==> config.mk <==
export PLATFORM = sky130hd
export DESIGN_NAME = cla_seq_adder
export DESIGN_NICKNAME = d
export VERILOG_FILES = /design/src/rtl/cla_seq_adder.sv
export SDC_FILE = /design/constraint.sdc
export NUM_CORES = 1
export LEC_CHECK = 0
export BUFFER_PORTS_ARGS = -buffer_cell sky130_fd_sc_hd__buf_2
export CAP_MARGIN = 0
export CORE_MARGIN = 1
export CORE_UTILIZATION = 41
export DETAILED_ROUTE_END_ITERATION = 8
export PLACE_DENSITY = 0.74
export SYNTH_ARGS = -nofsm -noshare
export SYNTH_HDL_FRONTEND = slang
export SYNTH_SLANG_ARGS = --single-unit
==> constraint.sdc <==
create_clock -name clk -period 3 [get_ports clk]
set_input_delay 0.3 -clock clk [delete_from_list [all_inputs] [get_ports clk]]
set_output_delay 0.3 -clock clk [all_outputs]
set_load 0.1 [all_outputs]
==> src/rtl/cla_seq_adder.sv <==
// Multi-cycle adder: one shared 4-bit carry-lookahead slice per clock, LSB slice first.
// Optional signed-overflow output enabled by defining CLA_SEQ_OVF_EN.
module cla_seq_adder #(
  parameter int unsigned WIDTH = 16
) (
  input  logic             clk,
  input  logic             rst,
  input  logic             in_valid,
  output logic             in_ready,
  input  logic [WIDTH-1:0] a,
  input  logic [WIDTH-1:0] b,
  input  logic             ci,
  input  logic             flush,
  output logic             busy,
  output logic             out_valid,
  input  logic             out_ready,
  output logic [WIDTH-1:0] sum,
  output logic             co
`ifdef CLA_SEQ_OVF_EN
  ,
  output logic             ovf
`endif
);

  localparam int unsigned NSLICE = WIDTH / 4;
  localparam int unsigned IDX_W  = (NSLICE > 1) ? $clog2(NSLICE) : 1;
  localparam int unsigned SH_W   = IDX_W + 2;

  generate
    if ((WIDTH % 4) != 0 || WIDTH < 4) begin : g_bad_width
      $error("cla_seq_adder: WIDTH must be a multiple of 4 and at least 4");
    end
  endgenerate

  typedef enum logic [1:0] {IDLE, RUN, DONE} state_t;

  state_t             state, state_nxt;
  logic [IDX_W-1:0]   idx;
  logic               carry;
  logic [WIDTH-1:0]   a_r, b_r;
  logic               accept, last;

  logic [SH_W-1:0]    sh;
  logic [3:0]         sa, sb, p, g, s;
  logic               c0, c1, c2, c3, c4;
  logic [WIDTH-1:0]   sum_nxt;

  // State register
  always_ff @(posedge clk) begin
    if (rst) state <= IDLE;
    else     state <= state_nxt;
  end

  assign accept = in_valid && in_ready && !flush;
  assign last   = (idx == IDX_W'(NSLICE - 1));

  // Next-state logic
  always_comb begin
    state_nxt = state;
    case (state)
      IDLE:    if (accept) state_nxt = RUN;
      RUN:     if (flush) state_nxt = IDLE;
               else if (last) state_nxt = DONE;
      DONE:    if (flush || out_ready) state_nxt = IDLE;
      default: state_nxt = IDLE;
    endcase
  end

  // Handshake outputs
  always_comb begin
    in_ready  = 1'b0;
    out_valid = 1'b0;
    busy      = 1'b0;
    in_ready  = (state == IDLE) && !rst;
    out_valid = (state == DONE);
    busy      = (state != IDLE);
  end

  // Current slice: full lookahead carries from the registered carry
  always_comb begin
    sh = {idx, 2'b00};
    sa = 4'(a_r >> sh);
    sb = 4'(b_r >> sh);
    p  = sa ^ sb;
    g  = sa & sb;
    c0 = carry;
    c1 = g[0] | (p[0] & c0);
    c2 = g[1] | (p[1] & g[0]) | (p[1] & p[0] & c0);
    c3 = g[2] | (p[2] & g[1]) | (p[2] & p[1] & g[0]) | (p[2] & p[1] & p[0] & c0);
    c4 = g[3] | (p[3] & g[2]) | (p[3] & p[2] & g[1]) | (p[3] & p[2] & p[1] & g[0])
       | (p[3] & p[2] & p[1] & p[0] & c0);
    s  = p ^ {c3, c2, c1, c0};
    sum_nxt = (sum & ~(WIDTH'(4'hF) << sh)) | (WIDTH'(s) << sh);
  end

  // Operand capture and per-slice accumulation
  always_ff @(posedge clk) begin
    if (rst) begin
      a_r   <= '0;
      b_r   <= '0;
      carry <= 1'b0;
      idx   <= '0;
      sum   <= '0;
      co    <= 1'b0;
`ifdef CLA_SEQ_OVF_EN
      ovf   <= 1'b0;
`endif
    end else begin
      case (state)
        IDLE: begin
          if (accept) begin
            a_r   <= a;
            b_r   <= b;
            carry <= ci;
            idx   <= '0;
            sum   <= '0;
          end
        end
        RUN: begin
          if (!flush) begin
            sum   <= sum_nxt;
            carry <= c4;
            if (last) begin
              co  <= c4;
`ifdef CLA_SEQ_OVF_EN
              ovf <= c3 ^ c4;
`endif
            end else begin
              idx <= idx + IDX_W'(1);
            end
          end
        end
        default: ;
      endcase
    end
  end

endmodule

==> results by group, run 1 <==
Logic synthesis
  • Synth Net Count: 331
  • Yosys warning total: 0
  • Largest area contributor in the netlist: dfxtp_1
  • Async SR Flop Fraction: 0
  • Cell Area, Synth: 2470 µm²
  • Synth area leaders: dfxtp_1 (44%), nand2_1 (10%), a21oi_1 (7.9%)
  • Syn_area_per_cell: 8.72 µm²
  • FF+latch count, synth: 54
  • Primary FF master, synth: dfxtp_1
  • Synthesized instance count: 283
  • Netlist cell types: 41
  • Post-synth EDFFs: 0
  • Top cell type's share of synthesized area: 0.438
  • Sequential area share after synthesis: 0.438

Setup path
  • Critical Path Sink Type: flip-flop
  • CP max FO: 8
  • Critical Path RT: 3.25 ns
  • Critical Path AT: 2.93 ns
  • Worst Path Class, Setup: flip-flop to flip-flop
  • Worst Setup Start Kind: flip-flop

Global routing
  • First-pass GRT wire length: 9740 µm
  • Initial antenna violation count: 0
  • Grt ovf: 0
  • GR Util All Layers: 0.196
  • Vias in the first global route: 2117
  • Largest net degree at the start of global routing: 35

Clock tree
  • PostCTS Resize Cnt: 0
  • CTS clock-pin slew for the worst setup and hold paths: 0.10 ns
  • Clock sink count: 54
  • Post-CTS Repair Setup Buffers: 0
  • Root Driver: clkbuf_8
  • Number of buffers created by CTS: 5
  • Skew-Pair Late Insertion Delay: 0.31 ns
  • H-tree depth: 2
  • CTS tree: built
  • Hold_buf cts: 0
  • CTS max path bufs: 2

Drt
  • 1st-iter DRT viols: 129
  • Wire per inst: 14.1 µm
  • DRT Wirelength: 5710 µm
  • TritonRoute pass-1 iters: 4
  • Vias/cell: 5.29
  • Drt drc: 0
  • Vias: 2148
  • Antenna-violating nets left: 0

Pwr
  • Sw Ratio: 0.256
  • P_sw: 0.324 mW
  • Flop pwr share: 0.588
  • Static Leak: 1.16 nW
  • Power Internal: 0.943 mW
  • Tot Pwr: 1.27 mW
  • Clock power frac: 0.311
  • Comb pwr share: 0.102
  • VDD IR max: 0.203 mV
  • P per Cell Area: 439 nW/µm²

Cells and area
  • Nets: 382
  • Share of layout cells above drive strength 1: 0.234
  • Non-Filler Instances: 406
  • N_diodes: 0
  • Syn-to-layout area delta: 17.0%
  • Fin area: 2890 µm²
  • Commonest non-fill, non-tap cell in the layout: nand2_1
  • Commonest cells after routing, fill and taps aside: nand2_1 (67), buf_2 (57), dfxtp_1 (54)
  • Final-layout fill cell count: 540

Floorplanning
  • Row cnt: 27
  • Die Ht: 79.6 µm
  • Core Box Area: 5640 µm²
  • Die area: 6330 µm²
  • Die W: 79.6 µm
  • IO Pins: 58
  • Initial Utilization: 0.437

Timing
  • Fmax: 373 MHz
  • RSZ-0062 raised after global routing: false
  • Final Slew Violations: 0
  • Final period utilization: 0.894
  • Final setup TNS: 0 ns
  • Slew headroom: 0.585
  • Actual slew at the worst max-slew pin: 0.622 ns
  • Final Critical Period: 2.68 ns
  • Max Clock Skew: 0.00842 ns
  • Final Hold Viols: 0
  • Finish-stage setup viols: 0

Place
  • Dpl hpwl: 4180 µm
  • Placed Cells: 399
  • Placer Congestion: 0.848
  • DP Area: 2810 µm²
  • # port buffers: 57

Outcome
  • Run status: finished clean

Worst hold path
  • Worst hold-check path type: primary input to flip-flop

Run
  • Max-Cap Viols: 0
state kept, by name, indices dropped and copies added (netlist names):
name / count
idx: 2
c0: 1
b_r: 16
state: 2
a_r: 16
sum: 16
co: 1
worst paths after layout:
path | end | slack, ns | start | cells after the start
max reg2reg | sum[6] | 0.32 | idx[0] | 6
min reg2reg | a_r[9] | 0.46 | a_r[9] | 2
min | a_r[8] | 0.21 | a[8] | 3
max | sum[6] | 0.32 | idx[0] | 6
Yosys cell counts (4+ instances only):
cell type,count
nand2_1,67
dfxtp_1,54
a21oi_1,39
nor2_1,21
clkbuf_1,14
a22oi_1,9
ha_1,9
mux4_2,8
nand3b_1,7
nand3_1,5
buf_2,4
inv_1,4
o21ai_0,4
routing by layer:
layer	track usage	routed length, µm
met2	0.336	2760
met3	0.0389	233
met4	0.0582	76
met1	0.246	2650
met5	0	0
metrics by stage:
stage               hold WS [ns]  worst slack (ns)   util
global placement           0.441             0.432  0.498
CTS                        0.216             0.312  0.512
floorplan                  0.377             0.314      -
detailed placement         0.447             0.338  0.498
global route               0.219            0.0868  0.512
finish                     0.213             0.317  0.512
power by group through the flow:
stage                     clock (mW)  sequential, mW  combinational, mW
after detailed placement           0           0.761              0.129
after CTS                      0.396           0.744              0.129
after global placement             0           0.761              0.125
after global routing           0.427           0.747              0.142
final                          0.393           0.744              0.129
after floorplan                    0           0.758             0.0831
cell families after synthesis:
logic type               count (synthesis)  synth area share
XOR/XNOR                                 2           0.00710
adder cells (fa/ha/maj)                 10            0.0538
multiplexers                             8            0.0730
buffers and inverters                   22            0.0355
AND/OR/NAND/NOR                        120             0.227
flip-flops                              54             0.438
AO/OA/AOI/OAI                           67             0.166
final cells by class:
cell class                 count  area (µm²)  share of cell area
tap                           72        90.1              0.0312
timing repair buffer          62         323               0.112
clock buffer                   6        72.6              0.0251
sequential                    54        1080               0.374
clock inverter                 1        7.51             0.00260
inverter                       4        15.0             0.00520
multi-input combinational    207        1300               0.450
critical path, cell delays in order, from the launching register on:
cell	delay, ns
dfxtp_1	0.62
mux4_2	0.63
ha_1	0.34
a21o_1	0.19
a21o_1	0.26
or4_1	0.50
nand3_1	0.09
No activity file was read; power rests on OpenSTA's default activity.
==> run 2: changes to the inputs <==
- CTS_CLUSTER_SIZE: not set -> 20
- REMOVE_ABC_BUFFERS: not set -> 1
==> results by group, run 2 (synthesis gave the netlist of run 1 again) <==
Setup path
  • Critical Path AT: 2.86 ns (was 2.93 ns)
  • Slowest stage delay, CP: 0.62 ns (was 0.63 ns)
  • Delay-heaviest family, CP: multiplexers (unchanged)
  • Crit-path cells: mux4_2, ha_1, a21o_1, a21o_1, or4_1, nand3_1 (unchanged)
  • Critical Path Sink Type: flip-flop (unchanged)
  • Worst Path Class, Setup: flip-flop to flip-flop (unchanged)
  • Cell mode on critical path: a21o_1 (unchanged)
  • Number of cells on the critical path: 6 (unchanged)
  • Reg2Reg Depth: 6 (unchanged)
  • Critical Path RT: 3.25 ns (about the same)
  • Crit-path slowest cell: mux4_2 (unchanged)
  • Buf/Inv on CP: 0 (unchanged)
  • Worst Setup Start Kind: flip-flop (unchanged)
  • CP max FO: 8 (unchanged)

Timing
  • Final Slew Violations: 0 (unchanged)
  • Final period utilization: 0.870 (was 0.894)
  • Final setup TNS: 0 ns (unchanged)
  • Actual slew at the worst max-slew pin: 0.940 ns (was 0.622 ns)
  • Slack of the critical path: 0.391 ns (was 0.317 ns)
  • RSZ-0062 raised after global routing: false (unchanged)
  • Max Clock Skew: 0.00469 ns (was 0.00842 ns)
  • Fmax: 383 MHz (was 373 MHz)
  • Finish-stage setup viols: 0 (unchanged)
  • Slew headroom: 0.373 (was 0.585)
  • Final Hold Viols: 0 (unchanged)
  • Final Critical Period: 2.61 ns (was 2.68 ns)

Global routing
  • GR Util All Layers: 0.181 (was 0.196)
  • Grt ovf: 0 (unchanged)
  • Initial antenna violation count: 0 (unchanged)
  • Vias in the first global route: 1989 (was 2117)
  • First-pass GRT wire length: 9050 µm (was 9740 µm)
  • Largest net degree at the start of global routing: 38 (was 35)

Clock tree
  • Number of buffers created by CTS: 5 (unchanged)
  • PostCTS Resize Cnt: 0 (unchanged)
  • Skew-Pair Late Insertion Delay: 0.30 ns (was 0.31 ns)
  • H-tree depth: 2 (unchanged)
  • CTS max path bufs: 2 (unchanged)
  • Post-CTS Repair Setup Buffers: 0 (unchanged)
  • CTS tree: built (unchanged)
  • Clock sink count: 54 (unchanged)
  • Hold_buf cts: 0 (unchanged)
  • CTS clock-pin slew for the worst setup and hold paths: 0.09 ns (was 0.10 ns)
  • Root Driver: clkbuf_8 (unchanged)

Cells and area
  • Syn-to-layout area delta: 16.7% (was 17.0%)
  • Top Registers: a_r: 16 flops, b_r: 16 flops, sum: 16 flops (unchanged)
  • Commonest non-fill, non-tap cell in the layout: nand2_1 (unchanged)
  • N_diodes: 0 (unchanged)
  • Nets: 381 (was 382)
  • Core occupancy in the finished layout: 0.511 (was 0.512)
  • Share of layout cells above drive strength 1: 0.231 (was 0.234)
  • Commonest cells after routing, fill and taps aside: nand2_1 (67), buf_2 (57), dfxtp_1 (54) (unchanged)

Floorplanning
  • Initial Utilization: 0.437 (unchanged)
  • Core Box Area: 5640 µm² (unchanged)
  • Die Ht: 79.6 µm (unchanged)
  • Die W: 79.6 µm (unchanged)
  • Die area: 6330 µm² (unchanged)
  • IO Pins: 58 (unchanged)
  • Row cnt: 27 (unchanged)

Pwr
  • Static Leak: 1.16 nW (about the same)
  • P per Cell Area: 436 nW/µm² (was 439 nW/µm²)
  • VDD IR max: 0.281 mV (was 0.203 mV)

Drt
  • Vias: 2161 (was 2148)
  • 1st-iter DRT viols: 140 (was 129)
  • TritonRoute pass-1 iters: 4 (unchanged)
  • Wire per inst: 13.3 µm (was 14.1 µm)
  • DRT Wirelength: 5400 µm (was 5710 µm)
  • Drt drc: 0 (unchanged)
  • Vias/cell: 5.34 (was 5.29)
  • Antenna-violating nets left: 0 (unchanged)

Run
  • Max-Cap Viols: 0 (unchanged)

Place
  • Worst slack, placed: 0.400 ns (was 0.338 ns)
  • Placer Congestion: 0.779 (was 0.848)
  • # port buffers: 57 (unchanged)
  • Dpl hpwl: 3950 µm (was 4180 µm)

Worst hold path
  • Hold Path Stages: 3 (unchanged)
  • Worst hold-check path type: primary input to flip-flop (unchanged)

Outcome
  • Run status: finished clean (unchanged)
-- run 2: metal layers --
layer,track usage,wire length [µm],vias up
li1,-,-,1087
met1,0.237,2530,1013
met2,0.299,2600,53
met3,0.0331,193,8
met4,0.0582,68,0
met5,0,0,-
-- run 2: per-stage QoR --
stage	area [µm²]	hold slack [ns]	power [mW]	cells
3_5_place_dp	2800	0.448	0.886	398
2_1_floorplan	2390	0.369	0.828	265
4_1_cts	2880	0.223	1.27	405
6_report	2880	0.229	1.26	405
5_1_grt	2880	0.222	1.31	405
3_3_place_gp	2800	0.444	0.883	398
-- run 2: final timing paths --
check               from     end  slack [ns]
setup / recovery  idx[0]  sum[6]        0.39
hold / removal      a[4]  a_r[4]        0.23
setup reg to reg  idx[0]  sum[6]        0.39
hold reg to reg   a_r[1]  a_r[1]        0.46
-- run 2: layout make-up --
| class | instances | area, µm² |
|---|---|---|
| Fill cell | 547 | 2760 |
| Multi-Input combinational cell | 207 | 1300 |
| Sequential cell | 54 | 1080 |
| Timing Repair Buffer | 61 | 315 |
| Tap cell | 72 | 90.1 |
| Clock buffer | 6 | 72.6 |
| Inverter | 4 | 15.0 |
| Clock inverter | 1 | 7.51 |
-- run 2: tightest hold or removal path: cells and delay by family --
kind | cells | cell delay [ns]
buffers and inverters | 1 | 0.09
AND/OR/NAND/NOR | 1 | 0.04
AO/OA/AOI/OAI | 1 | 0.05
-- run 2: power breakdown --
group | total [mW] | switching [mW] | internal, mW
Sequential | 0.744 | 0.0113 | 0.732
Combinational | 0.126 | 0.0767 | 0.0490
Clock | 0.386 | 0.225 | 0.161
Total | 1.26 | 0.313 | 0.942
==> run 3: changes to the inputs <==
- clock period: 3 -> 2.6 ns (I/O delays scaled with it)
==> results by group, run 3 (synthesis gave the netlist of run 1 again) <==
Timing
  • Max Clock Skew: 0.00915 ns (was 0.00469 ns)
  • Actual slew at the worst max-slew pin: 1.00 ns (was 0.940 ns)
  • Final period utilization: 0.944 (was 0.870)
  • Fmax: 408 MHz (was 383 MHz)
  • Final Critical Period: 2.45 ns (was 2.61 ns)
  • Slew headroom: 0.331 (was 0.373)
  • Final Hold Viols: 0 (unchanged)
  • Final Slew Violations: 0 (unchanged)
  • Finish-stage setup viols: 0 (unchanged)
  • RSZ-0062 raised after global routing: false (unchanged)
  • Slack of the critical path: 0.146 ns (was 0.391 ns)

Floorplanning
  • IO Pins: 58 (unchanged)
  • Core Box Area: 5640 µm² (unchanged)
  • Die W: 79.6 µm (unchanged)
  • Row cnt: 27 (unchanged)
  • Initial Utilization: 0.437 (unchanged)
  • Die Ht: 79.6 µm (unchanged)
  • Die area: 6330 µm² (unchanged)

Place
  • Dpl hpwl: 4000 µm (was 3950 µm)
  • Placer Congestion: 0.840 (was 0.779)
  • Worst slack, placed: 0.110 ns (was 0.400 ns)
  • # port buffers: 57 (unchanged)

Drt
  • Antenna-violating nets left: 0 (unchanged)
  • Vias/cell: 5.32 (was 5.34)
  • Drt drc: 0 (unchanged)
  • DRT Wirelength: 5510 µm (was 5400 µm)
  • Wire per inst: 13.5 µm (was 13.3 µm)
  • TritonRoute pass-1 iters: 4 (unchanged)
  • 1st-iter DRT viols: 128 (was 140)
  • Vias: 2170 (was 2161)

Cells and area
  • N_diodes: 0 (unchanged)
  • Commonest cells after routing, fill and taps aside: nand2_1 (67), buf_2 (57), dfxtp_1 (54) (unchanged)
  • Share of layout cells above drive strength 1: 0.238 (was 0.231)
  • Core occupancy in the finished layout: 0.514 (was 0.511)
  • Nets: 383 (was 381)
  • Top Registers: a_r: 16 flops, b_r: 16 flops, sum: 16 flops (unchanged)
  • Final-layout fill cell count: 552 (was 547)
  • Multi-input gate area: 1300 µm² (unchanged)
  • Syn-to-layout area delta: 17.6% (was 16.7%)
  • Commonest non-fill, non-tap cell in the layout: nand2_1 (unchanged)
  • Seq. cell area: 1080 µm² (unchanged)

Pwr
  • Clock power frac: 0.321 (was 0.308)
  • Static Leak: 1.18 nW (was 1.16 nW)
  • P_sw: 0.386 mW (was 0.313 mW)
  • Flop pwr share: 0.580 (was 0.592)
  • P per Cell Area: 510 nW/µm² (was 436 nW/µm²)
  • Power Internal: 1.09 mW (was 0.942 mW)
  • Comb pwr share: 0.099 (was 0.100)
  • VDD IR max: 0.335 mV (was 0.281 mV)
  • Sw Ratio: 0.261 (was 0.250)
  • Tot Pwr: 1.48 mW (was 1.26 mW)

Setup path
  • Crit-path slowest cell: dfxtp_1 (was mux4_2)
  • Critical Path Sink Type: flip-flop (unchanged)
  • Reg-to-reg setup timing slack: 0.15 ns (was 0.39 ns)
  • Cell mode on critical path: a21o_1 (unchanged)
  • Worst Path Class, Setup: flip-flop to flip-flop (unchanged)
  • Worst Setup Start Kind: flip-flop (unchanged)
  • Slowest stage delay, CP: 0.62 ns (about the same)
  • Critical Path RT: 2.86 ns (was 3.25 ns)
  • Critical Path AT: 2.71 ns (was 2.86 ns)
  • CP max FO: 11 (was 8)
  • Crit-path cells: mux4_2, ha_1, a21o_1, a21o_1, or4_1, nand3_1 (unchanged)

Global routing
  • Largest net degree at the start of global routing: 49 (was 38)
  • GR Util All Layers: 0.188 (was 0.181)
  • Vias in the first global route: 1954 (was 1989)
  • First-pass GRT wire length: 9270 µm (was 9050 µm)
  • Initial antenna violation count: 0 (unchanged)
  • Grt ovf: 0 (unchanged)

Clock tree
  • Number of buffers created by CTS: 5 (unchanged)
  • Post-CTS Repair Setup Buffers: 0 (unchanged)
  • H-tree depth: 2 (unchanged)
  • Skew-Pair Late Insertion Delay: 0.32 ns (was 0.30 ns)
  • Hold_buf cts: 0 (unchanged)
  • Root Driver: clkbuf_8 (unchanged)
  • Clock sink count: 54 (unchanged)
  • CTS clock-pin slew for the worst setup and hold paths: 0.10 ns (was 0.09 ns)
  • PostCTS Resize Cnt: 0 (unchanged)
  • CTS max path bufs: 2 (unchanged)
  • CTS tree: built (unchanged)

Outcome
  • Run status: finished clean (unchanged)

Run
  • Max-Cap Viols: 0 (unchanged)

Worst hold path
  • Worst hold-check path type: primary input to flip-flop (unchanged)
run 3: final cells by class:
type | instances | area share
inverter | 4 | 0.00517
tap | 72 | 0.0310
multi-input combinational | 207 | 0.448
timing repair buffer | 63 | 0.114
clock buffer | 6 | 0.0250
sequential | 54 | 0.373
clock inverter | 2 | 0.00474
run 3: metrics by stage:
step | hold WS [ns] | cell area [µm²] | setup TNS [ns] | cells
finish | 0.167 | 2900 | 0 | 408
global route | 0.166 | 2900 | 0 | 408
CTS | 0.166 | 2900 | 0 | 408
detailed placement | 0.444 | 2820 | 0 | 400
global placement | 0.443 | 2820 | 0 | 400
floorplan | 0.329 | 2390 | -0.174 | 265
run 3: worst max-delay path: cells and delay by family (launching register included):
kind	cells	cell delay (ns)
adders and majority gates	1	0.34
AOI/OAI and AO/OA	2	0.42
and+or+nand+nor	2	0.57
muxes	1	0.44
DFF	1	0.62
run 3: worst paths after layout:
check / start / depth (start not counted) / endpoint
worst max-delay path: idx[1] / 6 / sum[6]
worst min-delay path: a[11] / 3 / a_r[11]
worst max register to register: idx[1] / 6 / sum[6]
worst min register to register: a_r[12] / 2 / a_r[12]
run 3: layer usage:
layer	track usage	part of all wire
met5	0	0
met1	0.251	0.48
met3	0.0343	0.039
met2	0.300	0.47
met4	0.0709	0.015
run 3: power groups by stage:
stage | clock network (mW) | logic, mW | registers (mW)
floorplan | 0 | 0.0781 | 0.877
global placement | 0 | 0.145 | 0.877
detailed placement | 0 | 0.147 | 0.877
CTS | 0.476 | 0.147 | 0.858
global route | 0.514 | 0.164 | 0.861
finish | 0.474 | 0.147 | 0.858
